==> config.mk <==
export PLATFORM = sky130hd
export DESIGN_NAME = bsg_fifo_piso_drain
export DESIGN_NICKNAME = d
export VERILOG_FILES = /design/src/rtl/bsg_fifo_piso_drain_pkg.sv /design/src/rtl/bsg_counter_clear_up.sv /design/src/rtl/bsg_fifo_piso_drain.sv
export SDC_FILE = /design/constraint.sdc
export NUM_CORES = 1
export LEC_CHECK = 0
export ABC_AREA = 1
export BUFFER_PORTS_ARGS = -buffer_cell sky130_fd_sc_hd__clkbuf_2
export CORE_MARGIN = 1
export CORE_UTILIZATION = 35
export DETAILED_ROUTE_END_ITERATION = 10
export PLACE_DENSITY_LB_ADDON = 0.2
export SYNTH_ARGS = -nofsm -noshare
export SYNTH_HDL_FRONTEND = slang
export SYNTH_SLANG_ARGS = --single-unit
==> constraint.sdc <==
create_clock -name clk_i -period 3 [get_ports clk_i]
set_input_delay 0.6 -clock clk_i [delete_from_list [all_inputs] [get_ports clk_i]]
set_output_delay 0.6 -clock clk_i [all_outputs]
set_load 0.03 [all_outputs]
==> src/rtl/bsg_fifo_piso_drain_pkg.sv <==
// Shared helpers for the FIFO parallel-in/serial-out drain block.
package bsg_fifo_piso_drain_pkg;

    // Width of a flit-count field able to hold 0..els inclusive.
    function automatic int flit_len_width(input int els);
        return $clog2(els + 1);
    endfunction

endpackage

==> src/rtl/bsg_counter_clear_up.sv <==
// Up counter with synchronous clear; wraps to zero past max_val_p.
module bsg_counter_clear_up
    import bsg_fifo_piso_drain_pkg::*;
#(
    parameter int max_val_p = 3,
    parameter int width_p   = flit_len_width(max_val_p + 1)
) (
    input  logic               clk_i,
    input  logic               reset_i,
    input  logic               clear_i,
    input  logic               up_i,
    output logic [width_p-1:0] count_o
);

    localparam logic [width_p-1:0] MaxLp = width_p'(max_val_p);

    logic [width_p-1:0] r_count;

    // Clear (or reset) wins over increment; increment past max wraps to 0.
    always_ff @(posedge clk_i) begin
        if (reset_i || clear_i) begin
            r_count <= '0;
        end else if (up_i) begin
            r_count <= (r_count == MaxLp) ? '0 : r_count + 1'b1;
        end
    end

    assign count_o = r_count;

endmodule

==> src/rtl/bsg_fifo_piso_drain.sv <==
// Drains the FIFO head word as a stream of width_p flits, lowest slice
// first. Holds no data: slices are muxed straight off the FIFO head, which
// stays stable until yumi_o pops it on the last accepted flit.
module bsg_fifo_piso_drain
    import bsg_fifo_piso_drain_pkg::*;
#(
    parameter int width_p = 8,
    parameter int els_p   = 4,
    localparam int lg_els_lp = flit_len_width(els_p)
) (
    input  logic                     clk_i,
    input  logic                     reset_i,
    input  logic                     v_i,
    input  logic [els_p*width_p-1:0] data_i,
    input  logic [lg_els_lp-1:0]     len_i,
    output logic                     yumi_o,
    output logic                     v_o,
    output logic [width_p-1:0]       data_o,
    output logic                     last_o,
    input  logic                     ready_and_i,
    output logic                     busy_o
);

    localparam logic [lg_els_lp-1:0] ElsLp = lg_els_lp'(els_p);

    logic [lg_els_lp-1:0] w_idx;
    logic [lg_els_lp-1:0] w_eff_len;
    logic                 w_accept;
    logic                 w_clear;
    logic                 w_up;

    // Illegal lengths are clamped so the stream always terminates.
    always_comb begin
        w_eff_len = len_i;
        if (len_i == '0) begin
            w_eff_len = lg_els_lp'(1);
        end else if (len_i > ElsLp) begin
            w_eff_len = ElsLp;
        end
    end

    assign v_o      = v_i & ~reset_i;
    assign last_o   = v_o & (w_idx == (w_eff_len - 1'b1));
    assign w_accept = v_o & ready_and_i;
    assign yumi_o   = w_accept & last_o;
    assign busy_o   = (w_idx != '0) & ~reset_i;

    // Reset restarts any partial word from slice 0.
    assign w_clear  = yumi_o | reset_i;
    assign w_up     = w_accept & ~last_o;

    bsg_counter_clear_up #(
        .max_val_p (els_p - 1),
        .width_p   (lg_els_lp)
    ) u_idx (
        .clk_i   (clk_i),
        .reset_i (reset_i),
        .clear_i (w_clear),
        .up_i    (w_up),
        .count_o (w_idx)
    );

    // Slice select off the FIFO head.
    always_comb begin
        data_o = '0;
        for (int k = 0; k < els_p; k++) begin
            if (w_idx == lg_els_lp'(k)) begin
                data_o = data_i[k*width_p +: width_p];
            end
        end
    end

    // Protocol checks on the FIFO side of the link.
    a_yumi_needs_v: assert property (@(posedge clk_i) yumi_o |-> v_i);

    a_len_legal: assert property (@(posedge clk_i) disable iff (reset_i)
        v_i |-> (len_i != '0) && (len_i <= ElsLp));

    a_idx_in_range: assert property (@(posedge clk_i) disable iff (reset_i)
        v_i |-> (w_idx < w_eff_len));

    a_no_drop_midword: assert property (@(posedge clk_i) disable iff (reset_i)
        (w_idx != '0) |-> v_i);

    a_head_stable: assert property (@(posedge clk_i) disable iff (reset_i)
        (v_o && !yumi_o) |=> ($stable(len_i) && $stable(data_i)));

    a_yumi_is_last_accept: assert property (@(posedge clk_i)
        yumi_o == (w_accept && last_o));

endmodule
-- After elaboration in Yosys (flattened, before gate mapping)
Cells that the tools add are included.
- flip-flop bits (word level): 3
- input bits: 39
- equal/unequal tests: 4
- $lt $le $gt $ge: 1
- add/sub/neg operators: 2
- reduce and logical (&&, ||, !) cells: 4
- multiplexer cells: 7
- bitwise operators: 9
- operators with widths (cell ; count):
    two-way mux 8 bit ; 4
    two-way mux 3 bit ; 3
    bitwise AND 1 bit ; 6
    == test 3 x 2 -> 1 bit (second input constant) ; 2
    zero test 3 bit ; 2
    adder 3 x 1 -> 3 bit (second input constant) ; 1
    == test 3 x 1 -> 1 bit (second input constant) ; 1
    == test 3 bit ; 1
    greater-than comparator 3 bit (second input constant) ; 1
    nonzero test 3 bit ; 1
    subtractor 3 x 1 -> 3 bit (second input constant) ; 1
    NOT 1 bit ; 2
    logical OR 1 bit ; 1
    OR 1 bit ; 1

-- Logic depth before layout (Yosys ltp)
Gate-level depths: netlist (run 1).
- depth in word-level cells: 9
- gate-level depth with buffers: 13
- depth with buffers taken out: 13

-- Modules after synthesis
From an unflattened synthesis (run 1), not the netlist that was laid out.
- cells, all modules: 101
- area total of the unflattened synthesis: 504.2 um2
- modules (own cells, without submodules) (module ; times used ; cells each ; sequential area each (um2) ; area each (um2)):
    bsg_fifo_piso_drain ; 1 ; 85 ; 0.0 ; 377.9
    bsg_counter_clear_up ; 1 ; 16 ; 60.1 ; 126.4

-- Least setup slack after synthesis (run 1)
Ideal clock, no wire load.
- kind: input-to-output
- from: in len_i[0]
- to: out yumi_o
- path buffers: 0
- setup slack: 0.712 ns
- required time: 2.400 ns
- data arrival time: 1.688 ns
- stages: 10
- cells stage by stage: inv_1 > nand2_1 > nand2_2 > ha_1 > inv_1 > nand2_1 > nand3_2 > nor2_4 > nand4_1 > inv_1
- word-level cells in the longest chain between the ends: 7
- elaborated cells between the ends (all ways): 8
- classes of those cells: add/sub: 1; order compare: 1; eq/ne: 1; mux: 2; bitwise: 2; reduce/logical: 1
- RTL lines (what ; line ; text):
    start: declaration ; bsg_fifo_piso_drain.sv:15 ; input logic [lg_els_lp-1:0] len_i,
    greater-than comparator 3 bit ; bsg_fifo_piso_drain.sv:37 ; end else if (len_i > ElsLp) begin
    two-way mux 3 bit ; bsg_fifo_piso_drain.sv:37 ;
    two-way mux 3 bit (*) ; bsg_fifo_piso_drain.sv:35 ; if (len_i == '0) begin
    subtractor 3 x 1 -> 3 bit (*) ; bsg_fifo_piso_drain.sv:43 ; assign last_o = v_o & (w_idx == (w_eff_len - 1'b1));
    == test 3 bit (*) ; bsg_fifo_piso_drain.sv:43 ;
    bitwise AND 1 bit (*) ; bsg_fifo_piso_drain.sv:43 ;
    bitwise AND 1 bit (*) ; bsg_fifo_piso_drain.sv:45 ; assign yumi_o = w_accept & last_o;
    end: declaration ; bsg_fifo_piso_drain.sv:16 ; output logic yumi_o,
Mark *: on every way between the ends. The rest lies on a longest branch, timed or not.

-- Final worst setup path (run 1)
Same ends and word-level chain as after synthesis.

==> qor.csv, run 1 <==
metric;value;unit
Worst-Margin Slew;0.604;ns
Mapped Nets;157;
post-route cell area;943;sq um
clock skew;0.00336;ns
CP Data Arrival Time;1.88;ns
power per cell area;286;nW/um^2
Final setup violation count;0;
post-synthesis sequential area ratio;0.0902;
Avg Vias per Cell;4.61;
Ports;51;
vias in the first global route;729;
Pleak;0.526;nW
Syn-to-layout area delta;41.7;%
max-slew violation count;0;
clock sink count;3;
worst-path fanout max;3;
Die X;45.6;microns
CTS tree;built;
CP most frequent cell;inv_1;
final RePlAce weighted congestion;0.723;
most frequent cells in the layout;clkbuf_2 (50), nand2_1 (26), nand3_1 (20);
gr usage total;0.172;
Tcrit/Tclk final;0.828;
Num CTS Buffers;3;
Syn Inst Count;113;
max reg flops;3;
DR vias;872;
shortest period the worst path allows;2.48;ns
final worst slack;0.517;ns
Total Wirelength;1.82;mm
Die H;45.6;microns
placed cells;185;
Area contributors post-synth;nand3_1 (15%), nand2_1 (15%), o21ai_1 (12%), ha_1 (9.4%), dfxtp_1 (9.0%);
post-CTS setup buffers;0;
CTS Buffer Depth;2;
WHS;0.547;ns
post-synth top area cell;nand3_1;
Clock transition at path regs;0.03;ns
FMAX;403;MHz
# DRC;0;
Synth top area share;0.150;
die area;2080;sq um
Finished Layout Cells;189;
distinct cell type count after synthesis;18;
final hold violations;0;
# rows;15;
critical path's largest stage delay;0.29;ns
Inserted Diodes;0;
global route overflow;0;
footprint of the multi-input gates;515;sq um
Fin Setup TNS;0;ns
ANT nets after route;0;
core area;1750;sq um
Crit Path Class;input port to output pin;
Post-CTS Resized;0;
CTS Hold Bufs;0;
port buffer count;50;
pin count of the biggest net entering global routing;18;
setup slack at placement;0.515;ns
Min-Delay Path Class;flop to flop;
Initial Utilization;0.381;
Syn Area/Cell;5.89;sq um
Clk Latency, worst-skew pair;0.23;ns
CP Data Required Time;2.40;ns
first-pass iteration count of the detailed router;4;
startpoint types;input port;
status;complete, no violations;
# fillers;196;
first-pass GRT wire length;2.72;mm
Register Area;60.1;sq um
worst rel slew slack;0.597;
worst-path cell chain;clkbuf_2 -> inv_1 -> nand2_1 -> nand2_2 -> ha_1 -> inv_1 -> nand2_1 -> nand3_2 -> nor2_4 -> nand4_1 -> inv_1 -> clkbuf_2;
ratio of cells with drive above 1 in the final layout;0.439;
RSZ-0062 raised after global routing;no;
H-tree Lvls;1;
Crit-path slowest cell;ha_1;
flops & latches, synth;3;
half-perimeter wire length after detailed placement;1.52;mm
Routed wire per std cell;9.65;microns
Max Cap Viol;0;
Nets;209;
Post-DP Area;917;sq um
Max VDD drop;0.197;mV
setup slack, reg-to-reg;1.50;ns
CP endpoint kind;output pin;
leading cell type in the layout, fill and taps excluded;clkbuf_2;
initial antenna violation count;0;
mapped cell area;666;sq um
root buf cell;clkbuf_4;
DRT iter0 DRCs;17;
yosys warns;0;
## cell usage after synthesis, drive strengths merged
cell and instances:
nand3 22, nand4 1, dfxtp 3, nor2 12, buf 3, nand2 32, a21oi 1, o21ai 18
ha 5, inv 16
## layer usage
layer / track usage / routed length [microns] / vias up
met5: 0 / 0 / -
met4: 0.0242 / 0 / 0
met3: 0.0159 / 100 / 0
met2: 0.346 / 928 / 30
met1: 0.192 / 794 / 373
li1: - / - / 469
## metrics by stage
stage,power (W),util
2_1_floorplan,0.000149,-
6_report,0.000270,0.541
5_1_grt,0.000293,0.541
3_3_place_gp,0.000198,0.525
4_1_cts,0.000274,0.541
3_5_place_dp,0.000201,0.525
## path summary, 6_finish.rpt
| kind | start | end | depth (start not counted) |
|---|---|---|---|
| max | len_i[0] | yumi_o | 12 |
| min | u_idx.count_o[0] | u_idx.count_o[0] | 2 |
| max reg2reg | u_idx.count_o[0] | u_idx.count_o[0] | 6 |
| min reg2reg | u_idx.count_o[0] | u_idx.count_o[0] | 2 |
## logic make-up (layout without fill, tap and decap cells)
group	count (synthesis)	in the layout	share of synthesized area
simple gates	67	67	0.532
compound gates	19	19	0.149
flops	3	3	0.0902
fa+ha+maj	5	5	0.0940
buf+inv	19	70	0.135
## cell type report
type / instances / share of cell area
multi-input cells: 91 / 0.546
repair buffers: 50 / 0.265
flip-flops and latches: 3 / 0.0637
inverters: 16 / 0.0637
well taps: 25 / 0.0332
clock buffers: 4 / 0.0279
## report_power, final
part	internal [W]	total (W)	switching [W]
logic	0.0000577	0.000157	0.0000988
registers	0.0000416	0.0000438	0.00000223
clock network	0.0000498	0.0000695	0.0000198
total	0.000149	0.000270	0.000121
## critical path, delay by kind of cell
family        cells  cell delay [ns]
buf+inv           5             0.43
simple gates      6             0.56
fa+ha+maj         1             0.29
(Power assumes the default switching activity.)
==> run 2, diff against run 1 <==
==> constraint.sdc (replaced) <==
create_clock -name clk_i -period 2.35 [get_ports clk_i]
set_input_delay 0.47 -clock clk_i [delete_from_list [all_inputs] [get_ports clk_i]]
set_output_delay 0.47 -clock clk_i [all_outputs]
set_load 0.03 [all_outputs]
==> qor.csv, run 2 (synthesis gave the netlist of run 1 again) <==
metric;value;unit
clock sink count;3;
DRT iter0 DRCs;17;
Nets;210;
initial antenna violation count;0;
H-tree Lvls;1;
critical path's largest stage delay;0.35;ns
global route overflow;0;
Tcrit/Tclk final;0.941;
Total Wirelength;1.73;mm
Min-Delay Path Class;flop to flop;
first-pass GRT wire length;2.72;mm
startpoint types;flop;
Avg Vias per Cell;4.61;
vias in the first global route;753;
most frequent cells in the layout;clkbuf_2 (49), nand2_1 (26), nand3_1 (20);
power per cell area;360;nW/um^2
Clock transition at path regs;0.03;ns
max-slew violation count;0;
pin count of the biggest net entering global routing;17;
final hold violations;0;
CP endpoint kind;output pin;
worst rel slew slack;0.739;
Syn-to-layout area delta;43.2;%
final RePlAce weighted congestion;0.747;
ratio of cells with drive above 1 in the final layout;0.442;
Worst-Margin Slew;0.391;ns
Num CTS Buffers;3;
first-pass iteration count of the detailed router;4;
die area;2080;sq um
root buf cell;clkbuf_4;
worst-path cell chain;inv_1 -> ha_1 -> inv_1 -> nor2_4 -> nand3_1 -> nand3_1 -> o21ai_1 -> o21ai_1 -> clkbuf_2;
max reg flops;3;
# fillers;204;
Inserted Diodes;0;
FMAX;452;MHz
# DRC;0;
CP Buf/Inv Count;3;
DR vias;875;
shortest period the worst path allows;2.21;ns
status;complete, no violations;
Crit Path Class;flop to output pin;
gr usage total;0.173;
half-perimeter wire length after detailed placement;1.52;mm
Ports;51;
leading cell type in the layout, fill and taps excluded;clkbuf_2;
Max Cap Viol;0;
Pleak;0.532;nW
RSZ-0062 raised after global routing;no;
CP Data Arrival Time;1.74;ns
worst-path fanout max;9;
Crit-path slowest cell;dfxtp_1;
Max VDD drop;0.288;mV
# rows;15;
Fin Setup TNS;0;ns
core area;1750;sq um
Routed wire per std cell;9.12;microns
port buffer count;50;
Initial Utilization;0.381;
clock skew;0.00235;ns
CTS tree;built;
ANT nets after route;0;
Clk Latency, worst-skew pair;0.23;ns
CP Data Required Time;1.88;ns
Die H;45.6;microns
CTS Buffer Depth;2;
Final setup violation count;0;
Layout Utilization;0.546;
Die X;45.6;microns
Top delay family on crit path;buffers and inverters;
==> run 2: changes by cell type in the layout (fill, tap and decap cells not counted), sizes merged <==
| cell | change |
|---|---|
| buf | +2 |
| clkbuf | -1 |
==> run 2: repair_timing <==
| item | in CTS | in global routing |
|---|---|---|
| setup endpoints to repair | 0 | 1 |
| buffers inserted | 0 | 0 |
| hold buffers | 0 | 0 |
| resized for setup | 0 | 3 |
==> run 2: area by class of cell <==
type	instances	area (sq um)	share of cell area
clock buffer	4	26.3	0.0276
sequential	3	60.1	0.0630
inverter	16	60.1	0.0630
multi-input combinational	91	515	0.541
tap	25	31.3	0.0328
timing repair buffer	51	260	0.273
==> run 2: stage by stage <==
step                area [sq um]  setup WS [ns]  instances  hold slack [ns]  total power [W]
floorplan                    666          0.322        113            0.489         0.000191
global placement             925          0.173        186            0.523         0.000253
detailed placement           925          0.146        186            0.531         0.000256
CTS                          951          0.120        190            0.538         0.000349
global route                 953        0.00608        190            0.570         0.000374
finish                       953          0.139        190            0.533         0.000343
==> run 2: power breakdown <==
group / switching (W) / total (W) / internal, W
combinational: 0.000125 / 0.000198 / 0.0000737
sequential: 0.00000254 / 0.0000556 / 0.0000530
clock: 0.0000255 / 0.0000890 / 0.0000636
==> run 2: worst min-delay path: stages, from the launching register on <==
cell and delay [ns]:
dfxtp_1 0.35, nand2_2 0.09, a21oi_2 0.04
==> run 2: path summary, 6_finish.rpt <==
| check | from | endpoint | slack (ns) | cells past startpoint |
|---|---|---|---|---|
| setup / recovery | u_idx.count_o[0] | data_o[4] | 0.14 | 9 |
| hold reg to reg | u_idx.count_o[0] | u_idx.count_o[0] | 0.53 | 2 |
| hold / removal | u_idx.count_o[0] | u_idx.count_o[0] | 0.53 | 2 |
| setup reg to reg | u_idx.count_o[2] | u_idx.count_o[1] | 1.06 | 5 |
==> run 2: routing by layer <==
metal  GRT usage  wire length [microns]  vias up
met5           0                      0        -
met4      0.0364                      0        0
met3      0.0198                    135        0
met2       0.331                    838       27
met1       0.200                    760      378
li1            -                      -      470
==> run 3, diff against run 2 <==
--- a/config.mk
+++ b/config.mk
@@ -8,9 +8,10 @@
 export ABC_AREA = 1
 export BUFFER_PORTS_ARGS = -buffer_cell sky130_fd_sc_hd__clkbuf_2
 export CORE_MARGIN = 1
-export CORE_UTILIZATION = 35
+export CORE_UTILIZATION = 34
 export DETAILED_ROUTE_END_ITERATION = 10
 export PLACE_DENSITY_LB_ADDON = 0.2
 export SYNTH_ARGS = -nofsm -noshare
 export SYNTH_HDL_FRONTEND = slang
+export SYNTH_HIERARCHICAL = 1
 export SYNTH_SLANG_ARGS = --single-unit
==> qor.csv, run 3 <==
metric;value;unit
status;complete, no violations;
final RePlAce weighted congestion;0.847;
post-synthesis sequential area ratio;0.119;
Avg Vias per Cell;4.71;
# DRC;0;
Nets;197;
CP Data Arrival Time;1.72;ns
root buf cell;clkbuf_4;
ANT nets after route;0;
worst rel slew slack;0.610;
worst-path fanout max;4;
flops & latches, synth;3;
Adder-Cell Fraction of Synth Area;0.0496;
gr usage total;0.198;
max-slew violation count;0;
Initial Utilization;0.378;
Tcrit/Tclk final;0.933;
CP Buf/Inv Count;4;
ratio of cells with drive above 1 in the final layout;0.381;
Worst-Margin Slew;0.582;ns
hold-critical path depth;2;
most frequent cells in the layout;clkbuf_2 (50), nand2_1 (46), inv_1 (16);
leading cell type in the layout, fill and taps excluded;clkbuf_2;
Final setup violation count;0;
EDFF count, synth;0;
post-CTS setup buffers;0;
CP endpoint kind;output pin;
WP depth;10;
RSZ-0062 raised after global routing;no;
port buffer count;50;
die area;1640;sq um
CP Data Required Time;1.88;ns
mapped cell area;504;sq um
max reg flops;3;
Crit Path Class;input port to output pin;
distinct cell type count after synthesis;13;
yosys warns;6;
Area contributors post-synth;nand2_1 (34%), dfxtp_1 (12%), inv_1 (12%), nand4_1 (11%), nor2_1 (7.4%);
Primary FF master, synth;dfxtp_1;
vias in the first global route;554;
final hold violations;0;
CTS Buffer Depth;2;
Syn Inst Count;101;
global route overflow;0;
Ports;51;
DR vias;800;
Mapped Nets;142;
Syn-to-layout area delta;58.6;%
Pleak;0.488;nW
Post-CTS Resized;0;
post-synth top area cell;nand2_1;
Synth top cells by count;nand2_1 (46), inv_1 (16), nor2_1 (10), nand4_1 (9), nand3_1 (6);
clock skew;0.00184;ns
Synth top area share;0.342;
Routed wire per std cell;9.71;microns
Synth Area in XOR/XNOR;0.0174;
final total power;0.000259;W
first-pass GRT wire length;2.17;mm
Max Cap Viol;0;
Die H;40.5;microns
Finished Layout Cells;170;
FMAX;456;MHz
placed cells;166;
Num CTS Buffers;3;
simple-gate portion of the synthesized area;0.660;
Clock transition at path regs;0.04;ns
Max VDD drop;0.251;mV
Min-Delay Path Class;flop to flop;
CTS Hold Bufs;0;
reg2reg path depth;9;
shortest period the worst path allows;2.19;ns
Crit-path slowest cell;ha_1;
worst setup path start;len_i[2];
# rows;13;
pin count of the biggest net entering global routing;10;
Compound-Gate Fraction of Synth Area;0.0199;
core area;1330;sq um
Clk Latency, worst-skew pair;0.23;ns
Total Wirelength;1.65;mm
H-tree Lvls;1;
Fin Setup TNS;0;ns
Post-synth ARST share;0;
power per cell area;324;nW/um^2
reg2reg start;u_idx/count_o[1];
Inserted Diodes;0;
half-perimeter wire length after detailed placement;1.32;mm
HP Start;u_idx/count_o[2];
worst-path cell chain;clkbuf_2 -> inv_1 -> nand2_1 -> ha_1 -> nand2_1 -> nand3_1 -> nor2_1 -> nand4_1 -> inv_1 -> clkbuf_2;
first-pass iteration count of the detailed router;4;
Die X;40.5;microns
Syn Area/Cell;4.99;sq um
cell with the most instances after synthesis;nand2_1;
clock sink count;3;
startpoint types;input port;
initial antenna violation count;0;
largest family of logic cells by synthesized area;simple AND/OR/NAND/NOR gates;
mux share of post-synthesis cell area;0;
Top delay family on crit path;simple AND/OR/NAND/NOR gates;
critical path's largest stage delay;0.31;ns
CTS tree;built;
DRT iter0 DRCs;24;
[run 3: final timing paths]
path	to	slack (ns)
worst max-delay path	yumi_o	0.16
worst min-delay path	u_idx/count_o[2]	0.56
worst max register to register	u_idx/count_o[1]	0.80
worst min register to register	u_idx/count_o[2]	0.56
[run 3: through the flow]
step,worst slack [ns],hold slack (ns),util,instance area [sq um]
after detailed placement,0.168,0.550,0.580,773
after global routing,0.00488,0.594,0.599,800
after CTS,0.166,0.556,0.599,800
after global placement,0.207,0.549,0.580,773
after floorplan,0.298,0.512,-,504
final,0.157,0.558,0.599,800
[run 3: power by group]
group | internal [W] | switching [W]
Clock | 0.0000636 | 0.0000266
Sequential | 0.0000520 | 0.00000172
Combinational | 0.0000476 | 0.0000674
Total | 0.000163 | 0.0000958
[run 3: cell families after synthesis]
kind of cell / count (synthesis)
adder cells (fa/ha/maj): 2
AND/OR/NAND/NOR: 75
flip-flops: 3
buffers and inverters: 18
AO/OA/AOI/OAI: 2
XOR/XNOR: 1
[run 3: layout make-up]
cell class              count  area (sq um)
clock buffers               4          26.3
fillers                   145           534
inverters                  18          67.6
multi-input cells          80           377
flip-flops and latches      3          60.1
well taps                  15          18.8
repair buffers             50           250
[run 3: routing by layer]
metal | share of wire | up-vias | routed length, microns | global-route usage
met5 | 0 | - | 0 | 0
met4 | 0 | 0 | 0 | 0.100
met3 | 0.069 | 0 | 114 | 0.0389
met2 | 0.50 | 28 | 830 | 0.341
met1 | 0.43 | 345 | 706 | 0.229
li1 | - | 427 | - | -
[run 3: worst reg2reg max path: cells and delay by family (launching register included)]
kind                   cells  cell delay [ns]
buffers and inverters      2             0.11
AND/OR/NAND/NOR            6             0.69
flip-flops                 1             0.48
AO/OA/AOI/OAI              1             0.15
